$ cat src/rtl/tsn_sched_pkg.sv
// Shared constants, FSM encoding and slot-count helper for the gate slot scheduler.
package tsn_sched_pkg;

  localparam int unsigned TIMER_W    = 19;
  localparam int unsigned TIMER_MAX  = 499999;
  localparam int unsigned SLOT_NUM   = 16;
  localparam int unsigned GATE_W     = 8;
  localparam int unsigned SLOT_W     = 4;
  localparam int unsigned SLOT_NUM_W = 5;

  typedef enum logic {
    IDLE = 1'b0,
    RUN  = 1'b1
  } sched_state_e;

  // Index of the last active slot: 0 counts as one slot, oversize counts are clamped.
  function automatic logic [SLOT_W-1:0] last_slot(input logic [SLOT_NUM_W-1:0] num,
                                                  input int unsigned slots);
    logic [SLOT_W-1:0] r;
    r = '0;
    if (num == '0) begin
      r = '0;
    end else if (32'(num) > slots) begin
      r = SLOT_W'(slots - 1);
    end else begin
      r = SLOT_W'(num - 1'b1);
    end
    return r;
  endfunction

endpackage

$ cat src/rtl/gcl_table.sv
// Gate control list storage: {slot_end, gate} per slot, with an optional shadow
// copy (GATE_SHADOW_EN) that is committed to the active list at cycle boundaries.
module gcl_table #(
  parameter int unsigned GATE_W    = tsn_sched_pkg::GATE_W,
  parameter int unsigned SLOT_NUM  = tsn_sched_pkg::SLOT_NUM,
  parameter int unsigned TIMER_MAX = tsn_sched_pkg::TIMER_MAX
) (
  input  logic                               clk,
  input  logic                               rst_n,
  input  logic                               wr,
  input  logic [tsn_sched_pkg::SLOT_W-1:0]   addr,
  input  logic [tsn_sched_pkg::TIMER_W-1:0]  wr_end,
  input  logic [GATE_W-1:0]                  wr_gate,
`ifdef GATE_SHADOW_EN
  input  logic                               commit,
`endif
  input  logic [tsn_sched_pkg::SLOT_W-1:0]   cur_idx,
  output logic [tsn_sched_pkg::TIMER_W-1:0]  cur_end_c,
  output logic [GATE_W-1:0]                  nxt_gate_c,
  output logic [GATE_W-1:0]                  first_gate_c
);
  import tsn_sched_pkg::*;

  localparam int unsigned IDX_W = (SLOT_NUM > 1) ? $clog2(SLOT_NUM) : 1;

  logic [TIMER_W-1:0] act_end  [SLOT_NUM];
  logic [GATE_W-1:0]  act_gate [SLOT_NUM];

  logic              wr_ok;
  logic [IDX_W-1:0]  wr_idx;
  logic [SLOT_W-1:0] nxt_idx;

  assign wr_ok   = wr && (32'(addr) < SLOT_NUM);
  assign wr_idx  = IDX_W'(addr);
  assign nxt_idx = cur_idx + SLOT_W'(1);

`ifdef GATE_SHADOW_EN
  logic [TIMER_W-1:0] sh_end_q  [SLOT_NUM];
  logic [GATE_W-1:0]  sh_gate_q [SLOT_NUM];
  logic [TIMER_W-1:0] sh_end_d  [SLOT_NUM];
  logic [GATE_W-1:0]  sh_gate_d [SLOT_NUM];

  // Shadow image including this cycle's write, so a boundary commit never drops it.
  always_comb begin
    sh_end_d  = sh_end_q;
    sh_gate_d = sh_gate_q;
    if (wr_ok) begin
      sh_end_d[wr_idx]  = wr_end;
      sh_gate_d[wr_idx] = wr_gate;
    end
  end

  always_ff @(posedge clk or negedge rst_n) begin
    if (!rst_n) begin
      for (int i = 0; i < int'(SLOT_NUM); i++) begin
        sh_end_q[i]  <= TIMER_W'(TIMER_MAX);
        sh_gate_q[i] <= '1;
        act_end[i]   <= TIMER_W'(TIMER_MAX);
        act_gate[i]  <= '1;
      end
    end else begin
      sh_end_q  <= sh_end_d;
      sh_gate_q <= sh_gate_d;
      if (commit) begin
        act_end  <= sh_end_d;
        act_gate <= sh_gate_d;
      end
    end
  end

  // The slot-0 reload happens on the same edge as the commit, so it sees the new list.
  assign first_gate_c = commit ? sh_gate_d[0] : act_gate[0];
`else
  always_ff @(posedge clk or negedge rst_n) begin
    if (!rst_n) begin
      for (int i = 0; i < int'(SLOT_NUM); i++) begin
        act_end[i]  <= TIMER_W'(TIMER_MAX);
        act_gate[i] <= '1;
      end
    end else if (wr_ok) begin
      act_end[wr_idx]  <= wr_end;
      act_gate[wr_idx] <= wr_gate;
    end
  end

  assign first_gate_c = act_gate[0];
`endif

  assign cur_end_c  = (32'(cur_idx) < SLOT_NUM) ? act_end[IDX_W'(cur_idx)] : TIMER_W'(TIMER_MAX);
  assign nxt_gate_c = (32'(nxt_idx) < SLOT_NUM) ? act_gate[IDX_W'(nxt_idx)] : '1;

endmodule

$ cat src/rtl/gate_slot_scheduler.sv
// Time-aware gate scheduler: walks the gate control list against the cycle timer.
// Optional macro GATE_SHADOW_EN makes table writes take effect only at cycle boundaries.
module gate_slot_scheduler #(
  parameter int unsigned GATE_W    = tsn_sched_pkg::GATE_W,
  parameter int unsigned SLOT_NUM  = tsn_sched_pkg::SLOT_NUM,
  parameter int unsigned TIMER_MAX = tsn_sched_pkg::TIMER_MAX
) (
  input  logic                                       clk_sys,
  input  logic                                       reset_n,
  input  logic [tsn_sched_pkg::TIMER_W-1:0]          timer,
  input  logic                                       sync_pulse,
  output logic                                       timer_rst,
  input  logic                                       cfg_enable,
  input  logic [tsn_sched_pkg::SLOT_NUM_W-1:0]       cfg_slot_num,
  input  logic                                       cfg_wr,
  input  logic [tsn_sched_pkg::SLOT_W-1:0]           cfg_addr,
  input  logic [tsn_sched_pkg::TIMER_W+GATE_W-1:0]   cfg_wdata,
  output logic [GATE_W-1:0]                          gate_state,
  output logic [tsn_sched_pkg::SLOT_W-1:0]           slot_id
);
  import tsn_sched_pkg::*;

  sched_state_e       state;
  logic [SLOT_W-1:0]  last;
  logic               at_max;
  logic               advance;
  logic [TIMER_W-1:0] cur_end;
  logic [GATE_W-1:0]  nxt_gate;
  logic [GATE_W-1:0]  first_gate;

  assign last    = last_slot(cfg_slot_num, SLOT_NUM);
  assign at_max  = (timer == TIMER_W'(TIMER_MAX));
  // End values beyond TIMER_MAX can never be met, so such a slot holds until the wrap.
  assign advance = (timer >= cur_end) && (slot_id < last);

  gcl_table #(
    .GATE_W    (GATE_W),
    .SLOT_NUM  (SLOT_NUM),
    .TIMER_MAX (TIMER_MAX)
  ) u_gcl_table (
    .clk          (clk_sys),
    .rst_n        (reset_n),
    .wr           (cfg_wr),
    .addr         (cfg_addr),
    .wr_end       (cfg_wdata[TIMER_W+GATE_W-1:GATE_W]),
    .wr_gate      (cfg_wdata[GATE_W-1:0]),
`ifdef GATE_SHADOW_EN
    .commit       (at_max || sync_pulse),
`endif
    .cur_idx      (slot_id),
    .cur_end_c    (cur_end),
    .nxt_gate_c   (nxt_gate),
    .first_gate_c (first_gate)
  );

  // Schedule FSM; sync beats wrap, wrap beats slot advance.
  always_ff @(posedge clk_sys or negedge reset_n) begin
    if (!reset_n) begin
      state      <= IDLE;
      gate_state <= '1;
      slot_id    <= '0;
      timer_rst  <= 1'b0;
    end else begin
      timer_rst <= sync_pulse;
      if (!cfg_enable) begin
        state      <= IDLE;
        gate_state <= '1;
        slot_id    <= '0;
      end else begin
        case (state)
          IDLE: begin
            gate_state <= '1;
            slot_id    <= '0;
            if (timer == '0) begin
              state      <= RUN;
              gate_state <= first_gate;
            end
          end
          RUN: begin
            if (sync_pulse || at_max) begin
              slot_id    <= '0;
              gate_state <= first_gate;
            end else if (advance) begin
              slot_id    <= slot_id + SLOT_W'(1);
              gate_state <= nxt_gate;
            end
          end
          default: begin
            state      <= IDLE;
            gate_state <= '1;
            slot_id    <= '0;
          end
        endcase
      end
    end
  end

endmodule

$ cat config.mk
export PLATFORM = sky130hd
export DESIGN_NAME = gate_slot_scheduler
export DESIGN_NICKNAME = d
export VERILOG_FILES = /design/src/rtl/tsn_sched_pkg.sv /design/src/rtl/gcl_table.sv /design/src/rtl/gate_slot_scheduler.sv
export SDC_FILE = /design/constraint.sdc
export NUM_CORES = 1
export LEC_CHECK = 0
export BUFFER_PORTS_ARGS = -buffer_cell sky130_fd_sc_hd__clkbuf_2
export CORE_MARGIN = 2
export CORE_UTILIZATION = 55
export DETAILED_ROUTE_END_ITERATION = 16
export GPL_ROUTABILITY_DRIVEN = 0
export PLACE_DENSITY = 0.72
export SLEW_MARGIN = 30
export SYNTH_ARGS = -nofsm -noshare
export SYNTH_HDL_FRONTEND = slang
export SYNTH_SLANG_ARGS = --single-unit
$ cat constraint.sdc
create_clock -name clk_sys -period 4.5 [get_ports clk_sys]
set_input_delay 0.45 -clock clk_sys [delete_from_list [all_inputs] [get_ports clk_sys]]
set_output_delay 0.45 -clock clk_sys [all_outputs]
set_load 0.05 [all_outputs]
==> run metrics <==
#FFs+latches synth=between 400 and 500; Vias/cell=6.21; worst-path maximum fanout=26; Post-Syn Instances=between 1,000 and 1,500; Sum Neg Setup Slack=0 ps; clock sink count=446; Crit Path Class=reg2reg; CP bufs+invs=2; ys flop type=dfstp_2; initial antenna violation count=1; pwr dens=just under 500 nW/um^2; core area=a little under 40,000 sq um; via count=12,600; Final Hold Viols=0; Starting Density=a little under three fifths; HPWL Detailed=between 30,000 and 40,000 microns; CP max stage delay=730 ps; Final setup viols=0; Hold Path End=timer_rst; Hold Path Stages=1; Die H=approximately 200 microns; Overflow after GRT=0; Port Buffers=roughly 70; crit path cell chain=buf_12 -> buf_4 -> mux4_2 -> a221oi_1 -> ha_1 -> and4_1 -> a21oi_1 -> o211ai_1 -> o21ai_2 -> nand2_1 -> a2bb2oi_1; DRT Wirelength=between 50,000 and 60,000 microns; post_cts resized=0; syn_nets=1,506; crit path DAT=4740 ps; post-synthesis sequential area ratio=54.2%; RSZ-0062 raised after global routing=no; vias in the first global route=between 10,000 and 15,000; CTS Buffer Depth=3; EDFF count, synth=0; later-pin clock latency in the skew report=590 ps; CTS Buf Count=47; flop2flop setup slack=between 200 and 250 ps; layout cells sized above 1=approximately 69%; number of routed nets with antenna violations=0; maximum VDD drop=~0.00036 V; hold path startpoint=sync_pulse; Hold Path Class=in2reg; Slowest-stage cell, CP=dfrtp_4; Synth cell types=between 40 and 50; number of remaining DRC errors=0; synthesis-to-layout area growth=13.2%; reg2reg end=gate_state[6]; Clock Pin Slew Worst Setup and Hold Paths=approximately 60 ps; static leakage=9.45 nW; critical path launch point type=flop; Setup Buffers After CTS=0; nets@finish=about 1,600; Placed Area=22,400 sq um; Final Skew=20.1 ps; fin cells=approximately 2,000; largest net degree at the start of global routing=about 110; drt first pass iters=5; first-pass GRT wire length=~80,000 microns; synthesis warning total=0; worst-margin pin slew=between 900 and 1000 ps; Finished Cell Area=24,100 sq um; CTS HTree Levels=2; status=completed; CP endpoint kind=flop; largest delay contributor family on the critical path=compound AO/OA/AOI/OAI gates; FF-to-FF Start=slot_id[0]; hold buffers post-CTS=1; Total GRT Usage=about 26%; # rows=72; final slew viol count=0; Worst Path Required=4980 ps; Worst slew margin=34.1%; CTS tree=done; Die ar.=between 40,000 and 50,000 sq um; Root Buffer=clkbuf_16; Worst Reg-to-Reg Cells=11; Die W=about 200 microns; ys async rst share=100%; Ports=73; dpl cells=1,943; Avg Cell Area, Syn=around 15 sq um; Avg WL per Cell=between 20 and 30 microns; Final min period=around 4300 ps; Syn Std Cell Area=roughly 21,000 sq um; max-cap violations=0; Max Fclk=235 MHz; fin crit share=94.7%; drt initial violations=737
## state kept, by name, summed over array words and instances, names as in the netlist
| register | flops |
|---|---|
| slot_id | 4 |
| u_gcl_table.act_end | 304 |
| gate_state | 8 |
| u_gcl_table.act_gate | 120 |
| timer_rst | 1 |
| u_gcl_table.first_gate_c | 8 |
| state | 1 |
## Yosys cell counts, types with 4 or more instances
cell type,number,area [sq um]
nand3_1,5,25.0
nand4_1,5,31.3
a211oi_1,10,75.1
o21ai_0,26,130
nor2_1,17,63.8
ha_1,24,300
dfstp_2,312,8200
mux2i_1,73,731
mux2_2,451,5080
dfrtp_1,134,3350
o21a_1,19,143
o2bb2ai_1,8,70.1
inv_1,6,22.5
clkbuf_1,83,312
buf_4,8,60.1
or4_1,4,30.0
nor2b_1,12,75.1
a21oi_1,36,180
mux4_2,70,1580
a221oi_1,37,324
buf_2,16,80.1
buf_1,7,26.3
a2bb2oi_1,8,70.1
nand3b_1,4,30.0
nand2_1,13,48.8
## where the power goes
| part | switching, W | leakage, nW | internal (W) |
|---|---|---|---|
| clock | 0.00161 | 0.837 | 0.00260 |
| sequential | 0.000469 | 4.92 | 0.00537 |
| combinational | 0.000651 | 3.69 | 0.00105 |
| total | 0.00273 | 9.45 | 0.00902 |
## kinds of logic (layout without fill, tap and decap cells)
kind of cell	Yosys count	in the layout	synth area share (%)
compound gates	155	155	5.18
xor+xnor	3	3	0.123
fa+ha+maj	26	26	1.51
buf+inv	120	211	2.35
flops	446	446	54.2
mux	594	594	34.7
other cells	0	1	0
simple gates	78	78	1.98
## worst register-to-register path: cells and delay by family, from the launching register on
family                     cells  cell delay, ps
AOI/OAI and AO/OA              5            1620
DFF                            1             730
and+or+nand+nor                2             540
muxes                          1             500
buffers and inverters          2             400
adders and majority gates      1             380
## per-stage QoR
| step | hold slack, ps | utilization, % | total power (W) | setup WS, ps |
|---|---|---|---|---|
| floorplan | 154 | - | 0.00704 | 214 |
| global placement | 482 | 58.2 | 0.00747 | 364 |
| detailed placement | 489 | 58.2 | 0.00759 | 347 |
| CTS | 34.1 | 62.7 | 0.0118 | 306 |
| global route | 43.7 | 62.7 | 0.0123 | 24.8 |
| finish | 74.9 | 62.7 | 0.0118 | 240 |
## cells in the final DEF, fill, tap and decap left out, drive strengths merged, types with 3 or more instances in the layout
| cell type | count |
|---|---|
| clkinv | 9 |
| nand3b | 4 |
| nand2 | 13 |
| mux2 | 451 |
| nor2b | 12 |
| bufinv | 8 |
| a21oi | 36 |
| mux4 | 70 |
| o21ai | 27 |
| nand4 | 5 |
| a2bb2oi | 8 |
| or3 | 3 |
| nand2b | 3 |
| ha | 24 |
| clkbuf | 139 |
| nand3 | 5 |
| buf | 46 |
| o2bb2ai | 8 |
| nor2 | 17 |
| inv | 7 |
| dfrtp | 134 |
| o211ai | 3 |
| or4 | 4 |
| mux2i | 73 |
| dfstp | 312 |
| o21a | 19 |
| a211oi | 10 |
| a221oi | 37 |
| and3 | 3 |
## how the worst max path moves through the flow
stage / startpoint / to / slack (ps) / depth (start not counted)
final: slot_id[0] / gate_state[6] / 240 / 11
after global routing: slot_id[0] / gate_state[6] / 20 / 11
after CTS: slot_id[0] / slot_id[3] / 310 / 11
after detailed placement: slot_id[0] / gate_state[3] / 350 / 12
after global placement: slot_id[0] / slot_id[3] / 360 / 11
after floorplan: slot_id[0] / slot_id[3] / 210 / 16
## routing by layer
metal	GRT usage (%)	part of all wire, %	vias up
met5	0	0	-
met2	43.6	50	280
met3	3.77	4.0	85
li1	-	-	5452
met4	7.41	2.3	0
met1	35.5	44	6796
## cell type report
| cell class | count | area, sq um |
|---|---|---|
| multi-input combinational | 856 | 9370 |
| sequential | 446 | 11600 |
| tap | 518 | 648 |
| inverter | 6 | 22.5 |
| antenna | 1 | 2.50 |
| timing repair buffer | 118 | 818 |
| clock buffer | 68 | 1390 |
| fill | 2902 | 14400 |
| clock inverter | 19 | 313 |
(Power assumes the default switching activity.)
